**config.mk**
```make
export PLATFORM = sky130hd
export DESIGN_NAME = instr_fetch
export DESIGN_NICKNAME = d
export VERILOG_FILES = /design/src/rtl/cpu_pkg.sv /design/src/rtl/instr_rom.sv /design/src/rtl/instr_fetch.sv
export SDC_FILE = /design/constraint.sdc
export NUM_CORES = 2
export LEC_CHECK = 0
export BUFFER_PORTS_ARGS = -buffer_cell sky130_fd_sc_hd__buf_2
export CAP_MARGIN = 0
export CELL_PAD_IN_SITES_DETAIL_PLACEMENT = 0
export CELL_PAD_IN_SITES_GLOBAL_PLACEMENT = 1
export CORE_MARGIN = 4
export CORE_UTILIZATION = 58
export CTS_BUF_LIST = sky130_fd_sc_hd__clkbuf_8
export CTS_CLUSTER_DIAMETER = 200
export DETAILED_ROUTE_END_ITERATION = 10
export PLACE_DENSITY = 0.82
export SETUP_SLACK_MARGIN = 0.4
export SLEW_MARGIN = 20
export SYNTH_ARGS = -nofsm -noshare
export SYNTH_HDL_FRONTEND = slang
export SYNTH_SLANG_ARGS = --single-unit
```
**constraint.sdc**
```tcl
create_clock -name Clk -period 3 [get_ports Clk]
set_input_delay 0.6 -clock Clk [delete_from_list [all_inputs] [get_ports Clk]]
set_output_delay 0.6 -clock Clk [all_outputs]
set_load 0.005 [all_outputs]
```
**src/rtl/cpu_pkg.sv**
```systemverilog
// Shared constants and types for the fetch stage.
package cpu_pkg;

    localparam int W = 8;
    localparam int IW = 9;
    localparam logic [IW-1:0] HALT_OP = 9'h1FF;
    localparam logic [IW-1:0] NOP_OP = 9'h000;

    typedef enum logic {
        RUN    = 1'b0,
        HALTED = 1'b1
    } fetch_state_t;

endpackage

```
**src/rtl/instr_rom.sv**
```systemverilog
// Synchronous-read instruction memory with a write port.
// The read is gated by an enable so the registered output doubles as the
// instruction field of the fetch/decode register and simply holds when
// the enable is low. The read returns old data when it hits the address
// being written in the same cycle. No reset, so a vendor RAM can drop in.
module instr_rom
    import cpu_pkg::*;
#(
    parameter int AW = W,
    parameter int DW = IW
) (
    input  logic          Clk,
    input  logic          rd_en,
    input  logic [AW-1:0] rd_addr,
    output logic [DW-1:0] rd_data,
    input  logic          wr_en,
    input  logic [AW-1:0] wr_addr,
    input  logic [DW-1:0] wr_data
);

    logic [DW-1:0] mem [0:(1<<AW)-1];

    // Write port and enabled read port; the read sees the pre-write value.
    always_ff @(posedge Clk) begin
        if (wr_en) begin
            mem[wr_addr] <= wr_data;
        end
        if (rd_en) begin
            rd_data <= mem[rd_addr];
        end
    end

endmodule

```
**src/rtl/instr_fetch.sv**
```systemverilog
// Fetch stage: reads the instruction memory at PC and holds the result in
// the fetch/decode register with its PC and a valid bit. Handles stall,
// flush and HALT detection (Done is sticky until Reset).
//
// Handshake: there is no ready/valid pair here. Valid marks Instr/InstrPC
// as a live instruction. Stall holds all three. Flush clears Valid while
// still loading. Once HALT has been seen valid, Valid stays low until Reset.
//
// The memory output register cannot be reset. A separate nop_sel flag
// forces Instr to NOP_OP after reset until the first real load.
module instr_fetch
    import cpu_pkg::*;
(
    input  logic          Clk,
    input  logic          Reset,
    input  logic [W-1:0]  PC,
    input  logic          Stall,
    input  logic          Flush,
    input  logic          LoadEn,
    input  logic [W-1:0]  LoadAddr,
    input  logic [IW-1:0] LoadData,
    output logic [IW-1:0] Instr,
    output logic [W-1:0]  InstrPC,
    output logic          Valid,
    output logic          Done
);

    fetch_state_t  state;
    fetch_state_t  next_state;
    logic          halting;
    logic          load;
    logic          nop_sel;
    logic [IW-1:0] rom_data;

    instr_rom #(
        .AW (W),
        .DW (IW)
    ) u_rom (
        .Clk     (Clk),
        .rd_en   (load),
        .rd_addr (PC),
        .rd_data (rom_data),
        .wr_en   (LoadEn),
        .wr_addr (LoadAddr),
        .wr_data (LoadData)
    );

    assign Instr = nop_sel ? NOP_OP : rom_data;
    assign Done  = (state == HALTED);

    // Next-state logic. HALT detection is treated as already halted for
    // the register update, so HALT is shown valid for exactly one cycle.
    // The load enable is derived here as well.
    always_comb begin
        next_state = state;
        halting    = 1'b0;
        load       = 1'b0;
        if (state == RUN && Valid && Instr == HALT_OP && !Flush) begin
            halting    = 1'b1;
            next_state = HALTED;
        end
        if (!Reset && state == RUN && !halting && (Flush || !Stall)) begin
            load = 1'b1;
        end
    end

    // FSM state register.
    always_ff @(posedge Clk) begin
        if (Reset) begin
            state <= RUN;
        end else begin
            state <= next_state;
        end
    end

    // Fetch/decode register: PC, valid and NOP override. Priority order is
    // halt, flush, stall, then a normal load.
    always_ff @(posedge Clk) begin
        if (Reset) begin
            InstrPC <= '0;
            Valid   <= 1'b0;
            nop_sel <= 1'b1;
        end else if (state == HALTED || halting) begin
            Valid <= 1'b0;
        end else if (Flush) begin
            InstrPC <= PC;
            Valid   <= 1'b0;
            nop_sel <= 1'b0;
        end else if (!Stall) begin
            InstrPC <= PC;
            Valid   <= 1'b1;
            nop_sel <= 1'b0;
        end
    end

endmodule

```
==> reports/qor_table.md <==
| Group | Result | This run |
|:---|:---|:---|
| status | Run status | completed |
| floorplan | Core area | 0.154 mm^2 |
| place | DPL Wire Length | 142 mm |
| timing | Final max-slew violation count | 0 |
| clock tree | TritonCTS clock tree | done |
| floorplan | Cell Rows | 144 |
| critical path | Data required time of the critical path | 3.89 ns |
| timing | RSZ-0062 raised after global routing | false |
| critical path | Slowest cell on the critical path | sky130_fd_sc_hd__a211oi_1 |
| power and ir drop | Leakage power of the design | 34.1 nW |
| timing | Max Clock Skew | 0.131 ns |
| synth | Instance count of the mapped netlist | 4,226 |
| min path | Hold crit path type | in -> reg |
| grt | Number of antenna violations at the first check in global routing | 15 |
| drt | Final WL | 220 mm |
| synth | Syn avg cell area | 21.2 um^2 |
| grt | Largest net degree at the start of global routing | 131 |
| floorplan | Total I/O pin count | 49 |
| power and ir drop | Total power divided by cell area | 612 mW/mm^2 |
| timing | Max transition margin | 40.3% |
| clock tree | Clock Latency Late Sink | 1.09 ns |
| cells and area | Fraction of final layout cells sized beyond drive strength 1 | 32.1% |
| clock tree | Number of H-tree levels | 5 |
| synth | Share of async-settable or async-resettable flops after synthesis | 0% |
| synth | Number of warnings reported in the yosys synthesis log | 0 |
| grt | Via count of the first global-routing pass | 47,400 |
| clock tree | Reg clk slew, reported paths | 0.06 ns |
| critical path | Slowest cell delay on critical path | 0.56 ns |
| power and ir drop | IR drop worst, VDD | 0.485 mV |
| drt | DR WL/cell | 29.8 um |
| timing | Min Tclk post-route | 2.55 ns |
| timing | Number of endpoints with negative hold slack in the final report | 0 |
| clock tree | # clock sinks | 2,324 |
| floorplan | Initial standard-cell utilization of the core | 58.3% |
| floorplan | X dimension of the die | 401 um |
| clock tree | Clock tree buffer depth | 4 |
| timing | Final setup violation count | 0 |
| critical path | Cell type group with the largest total delay on the critical path | buffers and inverters |
| drt | DRC violations left | 0 |
| synth | Combined area of all synthesized cells | 0.0897 mm^2 |
| synth | Library cells used by synthesis | 58 |
| timing | Least-Margin Pin Slew | 0.893 ns |
| cells and area | Layout net count | 5,109 |
| synth | Sequential share of the synthesized area | 77.6% |
| floorplan | Overall die height | 401 um |
| synth | Flip-flop and latch count after synthesis | 2,324 |
| drt | ANT nets after route | 0 |
| critical path | Category of the worst setup path capture point | flip-flop |
| critical path | Count of buffering cells on the critical path with inverters included | 4 |
| cells and area | Area added between synthesis and finish | 15.7% |
| drt | Via count | 47,100 |
| synth | EDFF count, synth | 2,313 |
| drt | Number of design-rule violations left by the first detailed-router iteration | 6,776 |
| critical path | Worst Setup Path Type | in -> reg |
| critical path | Biggest fanout along the worst timing path | 9 |
| clock tree | Clock buffer count from CTS | 362 |
| critical path | Crit path DAT | 3.44 ns |
| drt | Vias per cell | 6.38 |
| grt | First-pass GRT wire length | 322 mm |
| synth | Cell type with the highest aggregate area in the netlist | sky130_fd_sc_hd__edfxtp_1 |
| clock tree | Cell at the root of the clock tree | sky130_fd_sc_hd__clkbuf_8 |
| synth | Cell types with the largest area share after synthesis | sky130_fd_sc_hd__edfxtp_1 77%, sky130_fd_sc_hd__mux4_2 13%, sky130_fd_sc_hd__a22oi_1 1.7%, sky130_fd_sc_hd__mux2i_1 1.6%, sky130_fd_sc_hd__nor2_1 1.2% |
| place | Final weighted congestion in routability-driven placement | 0.892 |
| grt | GRT overflow | 0 |
| drt | TritonRoute pass-1 iters | 6 |
| synth | Most used flip-flop cell after synthesis | sky130_fd_sc_hd__edfxtp_1 |
| critical path | Type of element launching the critical path | input pin |
| place | Input/output buffers | 48 |
| floorplan | Die area | 0.161 mm^2 |
| synth | Post-synth top area share | 77.4% |
| synth | Syn_nets | 4,256 |
| timing | Maximum clock frequency | 0.392 GHz |
| grt | Total track usage | 27.4% |
| job | Reported max-cap violation count | 0 |
| power and ir drop | Total power of the final layout | 63.5 mW |
| critical path | Critical path cell sequence | dlygate4sd3_1 -> buf_2 -> nand2_1 -> nand3_1 -> buf_4 -> o21ai_0 -> a211oi_1 -> nor4_1 -> buf_4 -> nor4_1 |
| timing | Final cycle utilization of the critical path | 85.0% |
| timing | Total negative slack for setup checks | 0 ns |
-- final timing paths --
| path | from | to | slack (ns) | cells past startpoint |
|---|---|---|---|---|
| hold / removal | LoadData[8] | u_rom.mem[117][8] | 0.11 | 1 |
| setup reg to reg | u_rom.mem[243][2] | u_rom.rd_data[2] | 0.49 | 6 |
| setup / recovery | PC[5] | u_rom.rd_data[8] | 0.45 | 10 |
| hold reg to reg | InstrPC[3] | InstrPC[3] | 0.51 | 2 |
-- where the power goes --
group | internal (mW) | switching [mW] | total, mW
Clock | 12.4 | 11.6 | 24.0
Combinational | 1.46 | 2.18 | 3.64
Sequential | 35.8 | 0.0436 | 35.8
Total | 49.6 | 13.9 | 63.5
-- synth_stat cells (all sizes together), types with 4 or more instances --
cell type	n
mux2	9
o2bb2ai	5
or2	4
nand4	11
o21ai	24
nor4	34
a211oi	16
o22ai	22
o221ai	36
a22o	4
nand3b	4
and3b	5
and3	5
inv	4
edfxtp	2313
o32ai	7
buf	161
a21oi	115
nor2	296
o21a	6
o211ai	6
nand3	37
nand2b	9
dfxtp	11
nor2b	28
nand2	46
a22oi	209
clkbuf	104
mux4	505
mux2i	142
a221o	4
nor3	12
-- layer usage --
layer  track usage (%)  wire length, um  share of wire (%)
met1              39.4            83400                 38
met2              42.5           107000                 49
met3              6.29            23500                 11
met4              8.98             6090                2.8
met5                 0               26              0.012
-- kinds of logic (layout without fill, tap and decap cells) --
family / after synthesis / count (layout) / synth area share (%)
buffers and inverters: 269 / 1374 / 1.77
AOI/OAI and AO/OA: 475 / 475 / 3.68
other: 0 / 16 / 0
muxes: 656 / 656 / 14.4
DFF: 2324 / 2324 / 77.6
and+or+nand+nor: 502 / 502 / 2.53
-- cell type report --
class | count | area [um^2]
Timing Repair Buffer | 754 | 6600
Sequential cell | 2324 | 69700
Tap cell | 2044 | 2560
Inverter | 4 | 15.0
Multi-Input combinational cell | 1633 | 18500
Antenna cell | 16 | 40.0
Fill cell | 9494 | 50000
Clock buffer | 369 | 5080
Clock inverter | 247 | 1320
-- timing repair --
| item | 4_1_cts | 5_1_grt |
|---|---|---|
| endpoints found under the hold margin | 37 | 0 |
| setup endpoints to repair | 1 | 1 |
| gates resized for setup | 1 | 0 |
| hold buffers | 6 | 0 |
| buffers inserted | 0 | 1 |
-- metrics by stage --
step | std cells | utilization (%) | instance area (um^2) | setup slack, ns | hold slack (ns)
2_1_floorplan | 4226 | - | 89700 | 0.466 | 0.479
6_report | 7391 | 67.5 | 104000 | 0.451 | 0.105
5_1_grt | 7383 | 67.5 | 104000 | 0.416 | 0.0526
4_1_cts | 7374 | 67.4 | 104000 | 0.409 | 0.00147
3_3_place_gp | 6751 | 63.2 | 97300 | -1.09 | 0.469
3_5_place_dp | 6752 | 63.2 | 97300 | -0.527 | 0.498
-- placed cells by master (no fill, tap or decap), types with 11 or more instances in the layout --
cell type	count
sky130_fd_sc_hd__a21oi_1	115
sky130_fd_sc_hd__nor4_1	31
sky130_fd_sc_hd__nand3_1	36
sky130_fd_sc_hd__a211oi_1	16
sky130_fd_sc_hd__buf_2	36
sky130_fd_sc_hd__o221ai_1	34
sky130_fd_sc_hd__inv_1	94
sky130_fd_sc_hd__bufinv_16	12
sky130_fd_sc_hd__clkbuf_8	377
sky130_fd_sc_hd__nor3_1	11
sky130_fd_sc_hd__diode_2	16
sky130_fd_sc_hd__buf_4	626
sky130_fd_sc_hd__clkinv_1	103
sky130_fd_sc_hd__mux4_2	505
sky130_fd_sc_hd__buf_12	75
sky130_fd_sc_hd__nand2_1	46
sky130_fd_sc_hd__nand4_1	11
sky130_fd_sc_hd__clkinv_2	34
sky130_fd_sc_hd__o21ai_0	22
sky130_fd_sc_hd__nor2b_1	24
sky130_fd_sc_hd__dfxtp_1	11
sky130_fd_sc_hd__mux2i_1	142
sky130_fd_sc_hd__edfxtp_1	2313
sky130_fd_sc_hd__a22oi_1	209
sky130_fd_sc_hd__nor2_1	293
sky130_fd_sc_hd__o22ai_1	22
-- state kept, by name (all words and copies together), names as in the netlist --
signal / cells
u_rom.mem: 2304
u_rom.rd_data: 9
InstrPC: 8
Done: 1
Valid: 1
nop_sel: 1
Power figures use the tool's default switching activity.
